===== src/rtl/fir_coef_if.sv =====
// Coefficient stream from host/config logic to the FIR coefficient loader.
// Carries s_chk only when COEF_CHECKSUM_EN is defined.
interface fir_coef_if #(
  parameter int unsigned CEL = 4
) ();
  logic           start;
  logic           s_valid;
  logic           s_ready;
  logic [CEL-1:0] s_data;
  logic           s_last;
`ifdef COEF_CHECKSUM_EN
  logic [CEL-1:0] s_chk;

  modport master (output start, s_valid, s_data, s_last, s_chk, input s_ready);
  modport slave  (input start, s_valid, s_data, s_last, s_chk, output s_ready);
`else
  modport master (output start, s_valid, s_data, s_last, input s_ready);
  modport slave  (input start, s_valid, s_data, s_last, output s_ready);
`endif
endinterface


===== src/rtl/fir_coef_loader.sv =====
// Serial loader for the FIR packed coefficient bus: stages taps in a shadow
// register and commits them atomically. COEF_CHECKSUM_EN adds a beat checksum.
module fir_coef_loader #(
  parameter int unsigned CEL = 4,
  parameter int unsigned IPD = 4
) (
  input  logic               clk,
  input  logic               rst_n,
  fir_coef_if.slave          bus,
  output logic [CEL*IPD-1:0] c,
  output logic               c_update,
  output logic               busy,
  output logic               err
);
  localparam int unsigned IW = $clog2(IPD) + 1;
  localparam int unsigned CW = CEL * IPD;
  localparam logic [IW-1:0] LAST_IDX = IW'(IPD - 1);

  typedef enum logic [1:0] {IDLE = 2'd0, LOAD = 2'd1, COMMIT = 2'd2} state_t;

  state_t         state, state_n;
  logic [IW-1:0]  idx, idx_n;
  logic [CW-1:0]  shadow, shadow_n;
  logic [CW-1:0]  c_n;
  logic           c_update_n, busy_n, err_n;
  logic           ready, ready_n;
`ifdef COEF_CHECKSUM_EN
  logic [CEL-1:0] sum, sum_n;
`endif

  assign bus.s_ready = ready;

  // State and datapath registers; reset also discards any partial set.
  always_ff @(posedge clk or negedge rst_n) begin
    if (!rst_n) begin
      state    <= IDLE;
      idx      <= '0;
      shadow   <= '0;
      c        <= '0;
      c_update <= 1'b0;
      busy     <= 1'b0;
      err      <= 1'b0;
      ready    <= 1'b0;
`ifdef COEF_CHECKSUM_EN
      sum      <= '0;
`endif
    end else begin
      state    <= state_n;
      idx      <= idx_n;
      shadow   <= shadow_n;
      c        <= c_n;
      c_update <= c_update_n;
      busy     <= busy_n;
      err      <= err_n;
      ready    <= ready_n;
`ifdef COEF_CHECKSUM_EN
      sum      <= sum_n;
`endif
    end
  end

  // Next-state, shadow staging and commit.
  always_comb begin
    state_n    = state;
    idx_n      = idx;
    shadow_n   = shadow;
    c_n        = c;
    c_update_n = 1'b0;
    err_n      = err;
`ifdef COEF_CHECKSUM_EN
    sum_n      = sum;
`endif
    case (state)
      IDLE: begin
        if (bus.start) begin
          state_n = LOAD;
          idx_n   = '0;
          err_n   = 1'b0;
`ifdef COEF_CHECKSUM_EN
          sum_n   = '0;
`endif
        end
      end
      LOAD: begin
        if (bus.start) begin
          // Restart wins over a beat presented in the same cycle.
          idx_n = '0;
`ifdef COEF_CHECKSUM_EN
          sum_n = '0;
`endif
        end else if (bus.s_valid) begin
          for (int unsigned k = 0; k < IPD; k++) begin
            if (idx == IW'(k)) shadow_n[k*CEL +: CEL] = bus.s_data;
          end
          idx_n = idx + IW'(1);
`ifdef COEF_CHECKSUM_EN
          sum_n = sum + bus.s_data;
`endif
          if (idx == LAST_IDX) begin
            if (!bus.s_last) begin
              err_n   = 1'b1;
              state_n = IDLE;
`ifdef COEF_CHECKSUM_EN
            end else if (sum_n != bus.s_chk) begin
              err_n   = 1'b1;
              state_n = IDLE;
`endif
            end else begin
              state_n = COMMIT;
            end
          end else if (bus.s_last) begin
            err_n   = 1'b1;
            state_n = IDLE;
          end
        end
      end
      COMMIT: begin
        c_n        = shadow;
        c_update_n = 1'b1;
        state_n    = IDLE;
      end
      default: state_n = IDLE;
    endcase
    busy_n  = (state_n != IDLE);
    ready_n = (state_n == LOAD);
  end
endmodule

===== src/flat_wrapper.sv =====
// flat-port wrapper written by rule: the top's interface ports become plain ports
module fir_coef_loader_flat 
#(
  parameter int unsigned CEL = 4,
  parameter int unsigned IPD = 4
)
  (clk, rst_n, c, c_update, busy, err, bus_start, bus_s_valid, bus_s_data, bus_s_last, bus_s_ready);
  fir_coef_if #(.CEL(CEL)) bus_i ();
  input  logic clk;
  input  logic rst_n;
  output logic [CEL*IPD-1:0] c;
  output logic c_update;
  output logic busy;
  output logic err;
  input wire logic [$bits(bus_i.start)-1:0] bus_start;
  input wire logic [$bits(bus_i.s_valid)-1:0] bus_s_valid;
  input wire logic [$bits(bus_i.s_data)-1:0] bus_s_data;
  input wire logic [$bits(bus_i.s_last)-1:0] bus_s_last;
  output wire logic [$bits(bus_i.s_ready)-1:0] bus_s_ready;
  assign bus_i.start = bus_start;
  assign bus_i.s_valid = bus_s_valid;
  assign bus_i.s_data = bus_s_data;
  assign bus_i.s_last = bus_s_last;
  assign bus_s_ready = bus_i.s_ready;
  fir_coef_loader #(.CEL(CEL), .IPD(IPD)) u_core (.clk(clk), .rst_n(rst_n), .bus(bus_i), .c(c), .c_update(c_update), .busy(busy), .err(err));
endmodule

===== config.mk =====
export PLATFORM = sky130hd
export DESIGN_NAME = fir_coef_loader_flat
export DESIGN_NICKNAME = d
export VERILOG_FILES = /design/src/rtl/fir_coef_if.sv /design/src/rtl/fir_coef_loader.sv /design/src/flat_wrapper.sv
export SDC_FILE = /design/constraint.sdc
export NUM_CORES = 1
export LEC_CHECK = 0
export CELL_PAD_IN_SITES_DETAIL_PLACEMENT = 2
export CELL_PAD_IN_SITES_GLOBAL_PLACEMENT = 2
export CORE_ASPECT_RATIO = 2
export CORE_UTILIZATION = 37
export CTS_CLUSTER_SIZE = 20
export DETAILED_ROUTE_END_ITERATION = 12
export GPL_TIMING_DRIVEN = 0
export PLACE_DENSITY_LB_ADDON = 0.1
export SLEW_MARGIN = 30
export SYNTH_ARGS = -nofsm -noshare
export SYNTH_HDL_FRONTEND = slang
export SYNTH_SLANG_ARGS = --single-unit

===== constraint.sdc =====
create_clock -name clk -period 1.9 [get_ports clk]
set_input_delay 0.38 -clock clk [delete_from_list [all_inputs] [get_ports clk]]
set_output_delay 0.38 -clock clk [all_outputs]
set_load 0.05 [all_outputs]

==> results.toml <==
[floorplan]
design.die.area_um2 = 5065
boundaryPins = 29
floorplan.die.width_um = 50.83
dieHeight_um = 99.65
initial_core_util_pct = 38.37
placeableCoreArea_um2 = 4598
core.rowCount = 35

[global_route]
grt_start_max_net_pins = 25
global_route_wire_length_before_repair_um = 6541
first_global_vias = 1247
globalRouteOverflowTotal = 0
groute.usage.overall_pct = 18.29
antenna_found_initial = 0

[sta]
timing.max_slew.rel_slack_pct = 65.09
setup-violations-final = 0
final_max_slew_viol_count = 0
hold_viol_final = 0
layout_min_cycle_time_ps = 1848
fmax_mhz = 541.1
rsz_0062_raised_after_global_routing = "false"
tightest_slew_ps = 522.1
clk_skew_ps = 4.625
final_min_period_over_clock_period_pct = 97.26

[placed_design]
place.detailed.instances = 196
gp_congestion = 0.6487
port-buffer-count = 28
place.detailed.hpwl_um = 3159

[logic_synthesis]
synth_area_leader_cell = "dfrtp_1"
synth_area_um2 = 1764
synth.net_count = 126
yosys_warnings = 0
synthDistinctLibCells = 24
postSynthRegisterBits = 41
yosys.area.top_type_share_pct = 58.16
post_synthesis_sequential_area_ratio_pct = 58.16
postSynthAreaPerCell_um2 = 15.75
synth.area.top_cells = "dfrtp_1, mux2_4, mux2_1"
netlist_instances = 112

[routing]
detail_route.iter0.violations = 7
vias_per_cell = 5.074
ant_nets = 0
drt_wl_total_um = 3917
vias = 1025
wl_per_cell_um = 19.39
drt_pre_antenna_iters = 3
drcViolationCount = 0

[worst_setup_path]
crit_path_cell_trace = "clkdlybuf4s50_1"
worst-endpoint-required_ps = 1520
worst-endpoint-arrival_ps = 1470
critPathSlowestCell = "clkdlybuf4s50_1"
max_stage_delay_ps = 830
worstPathBufferInverterCount = 1
path_delay_family = "buffers and inverters"
end_kind = "output port"
critical_path.startpoint_type = "register"
critical_path_peak_fanout = 2
critical_path_class = "reg -> out"

[clock_tree]
post_cts_buffers = 0
tritoncts = "built"
cts_max_path_buffers = 2
clk_root_buffer_cell = "clkbuf_8"
cts-htree-levels = 2
clkSinkCount = 41
number_of_buffers_created_by_cts = 5
clk-insertion-delay-late_ps = 280
clkSlewWorstSetupHoldPaths_ps = 70

[run]
max-cap-violations = 0

[cells_and_area]
layoutNonFillerInstCount = 202
finish.net_count = 162
fin_util_pct = 48.16
multi_input_comb_area_um2 = 699.4
num_antenna_cells = 0
final_layout_size_suffix_gt1_share_pct = 23.81
fill_cells = 469
sequential_cell_area_um2 = 1026
layout-area-overhead-vs-synth_pct = 25.53

[outcome]
run_status = "finished, final reports clean"

[power]
power_density_nw_per_um2 = 852.2
switching_share_pct = 25.43
share_seq_of_total_power_pct = 55.9
switching_power_mw = 0.4799
max_vdd_drop_v = 0.0003665
total_leakage_power_nw = 1.108
combinational_cell_fraction_of_total_power_pct = 16.9
power.internal_mw = 1.407
clkPwrFrac_pct = 27.2

[min_path]
min-delay-path-class = "in -> async"
metal layers:
metal,global-route usage [%],part of all wire [%]
met1,15.61,30
met2,38.26,66
met3,2.294,1.4
met4,8.333,1.9
met5,0,0
final timing paths:
check / start / endpoint / slack, ps / cells after the start
min in group clk: u_core.c[7] / u_core.c[7] / 490 / 1
max: u_core.c[0] / c[0] / 50 / 1
min reg2reg: u_core.c[7] / u_core.c[7] / 490 / 1
max reg2reg: u_core.state[0] / u_core.c[13] / 260 / 4
max in group asynchronous: rst_n / u_core.shadow[14] / 1380 / 2
min: rst_n / u_core.c[8] / 40 / 1
layout make-up:
class	instances	area share (%)
Timing Repair Buffer	29	13.90
Tap cell	55	3.107
Clock inverter	1	0.2260
Inverter	4	0.7910
Clock buffer	5	3.107
Multi-Input combinational cell	64	31.58
Buffer	3	0.9605
Sequential cell	41	46.33
synth_stat cells:
cell type / instances
inv_1: 3
a22o_1: 1
o41ai_1: 1
nand2_4: 1
nor2_1: 3
mux2_2: 1
nand3_4: 3
a311oi_1: 1
nor2b_2: 1
and3_1: 1
ha_1: 5
mux2_1: 16
buf_2: 2
o21ai_0: 5
and3b_1: 1
a22oi_1: 1
and4bb_4: 1
a21oi_1: 3
xor2_1: 1
dfrtp_1: 41
inv_4: 1
buf_6: 1
mux2_4: 16
nand2_1: 2
cell usage in the layout (no fill, tap or decap), types with 2 or more instances in the layout:
| cell | count |
|---|---|
| mux2_4 | 16 |
| clkdlybuf4s50_1 | 25 |
| a21oi_1 | 3 |
| ha_1 | 5 |
| nor2_1 | 3 |
| inv_1 | 3 |
| dfrtp_1 | 41 |
| nand3_4 | 3 |
| buf_2 | 3 |
| nand2_1 | 2 |
| dlymetal6s2s_1 | 2 |
| mux2_1 | 16 |
| clkbuf_8 | 5 |
| o21ai_0 | 5 |
registers in the layout (all words and copies together), names as in the netlist:
register,flops
u_core.busy,1
u_core.shadow,16
u_core.bus.s_ready,1
u_core.err,1
u_core.c_update,1
u_core.idx,3
u_core.c,16
u_core.state,2
power by group through the flow:
stage	clock network, mW	registers [mW]	logic (mW)
2_1_floorplan	0	1.08	0.188
3_5_place_dp	0	1.07	0.324
3_3_place_gp	0	1.06	0.302
4_1_cts	0.539	1.06	0.326
6_report	0.514	1.06	0.318
5_1_grt	0.564	1.07	0.342
repair_timing:
| item | in CTS | in global routing |
|---|---|---|
| setup endpoints to repair | 0 | 2 |
| hold buffers | 0 | 0 |
| gates resized for setup | 0 | 2 |
| endpoints found under the hold margin | 0 | 0 |
through the flow:
| step | area (um2) | setup slack (ps) | TNS, ps | total power, mW | hold WS (ps) |
|---|---|---|---|---|---|
| 2_1_floorplan | 1764 | 485.3 | 0 | 1.264 | 84.41 |
| 3_3_place_gp | 2113 | -573.7 | -25110 | 1.361 | 468.4 |
| 3_5_place_dp | 2136 | -152.1 | -2152 | 1.399 | 357.8 |
| 4_1_cts | 2210 | 19.73 | 0 | 1.923 | 43.57 |
| 5_1_grt | 2215 | 13.39 | 0 | 1.975 | 52.72 |
| 6_report | 2215 | 51.97 | 0 | 1.887 | 35.24 |
cell families (layout without fill, tap and decap cells):
logic type | after synthesis | after routing | synth area share, %
multiplexers | 33 | 33 | 24.47
flip-flops | 41 | 41 | 58.16
AO/OA/AOI/OAI | 12 | 12 | 4.184
adder cells (fa/ha/maj) | 5 | 5 | 3.546
buffers and inverters | 7 | 42 | 2.199
AND/OR/NAND/NOR | 13 | 13 | 6.951
XOR/XNOR | 1 | 1 | 0.4965
Note: power is estimated with default switching activity, not from simulation.
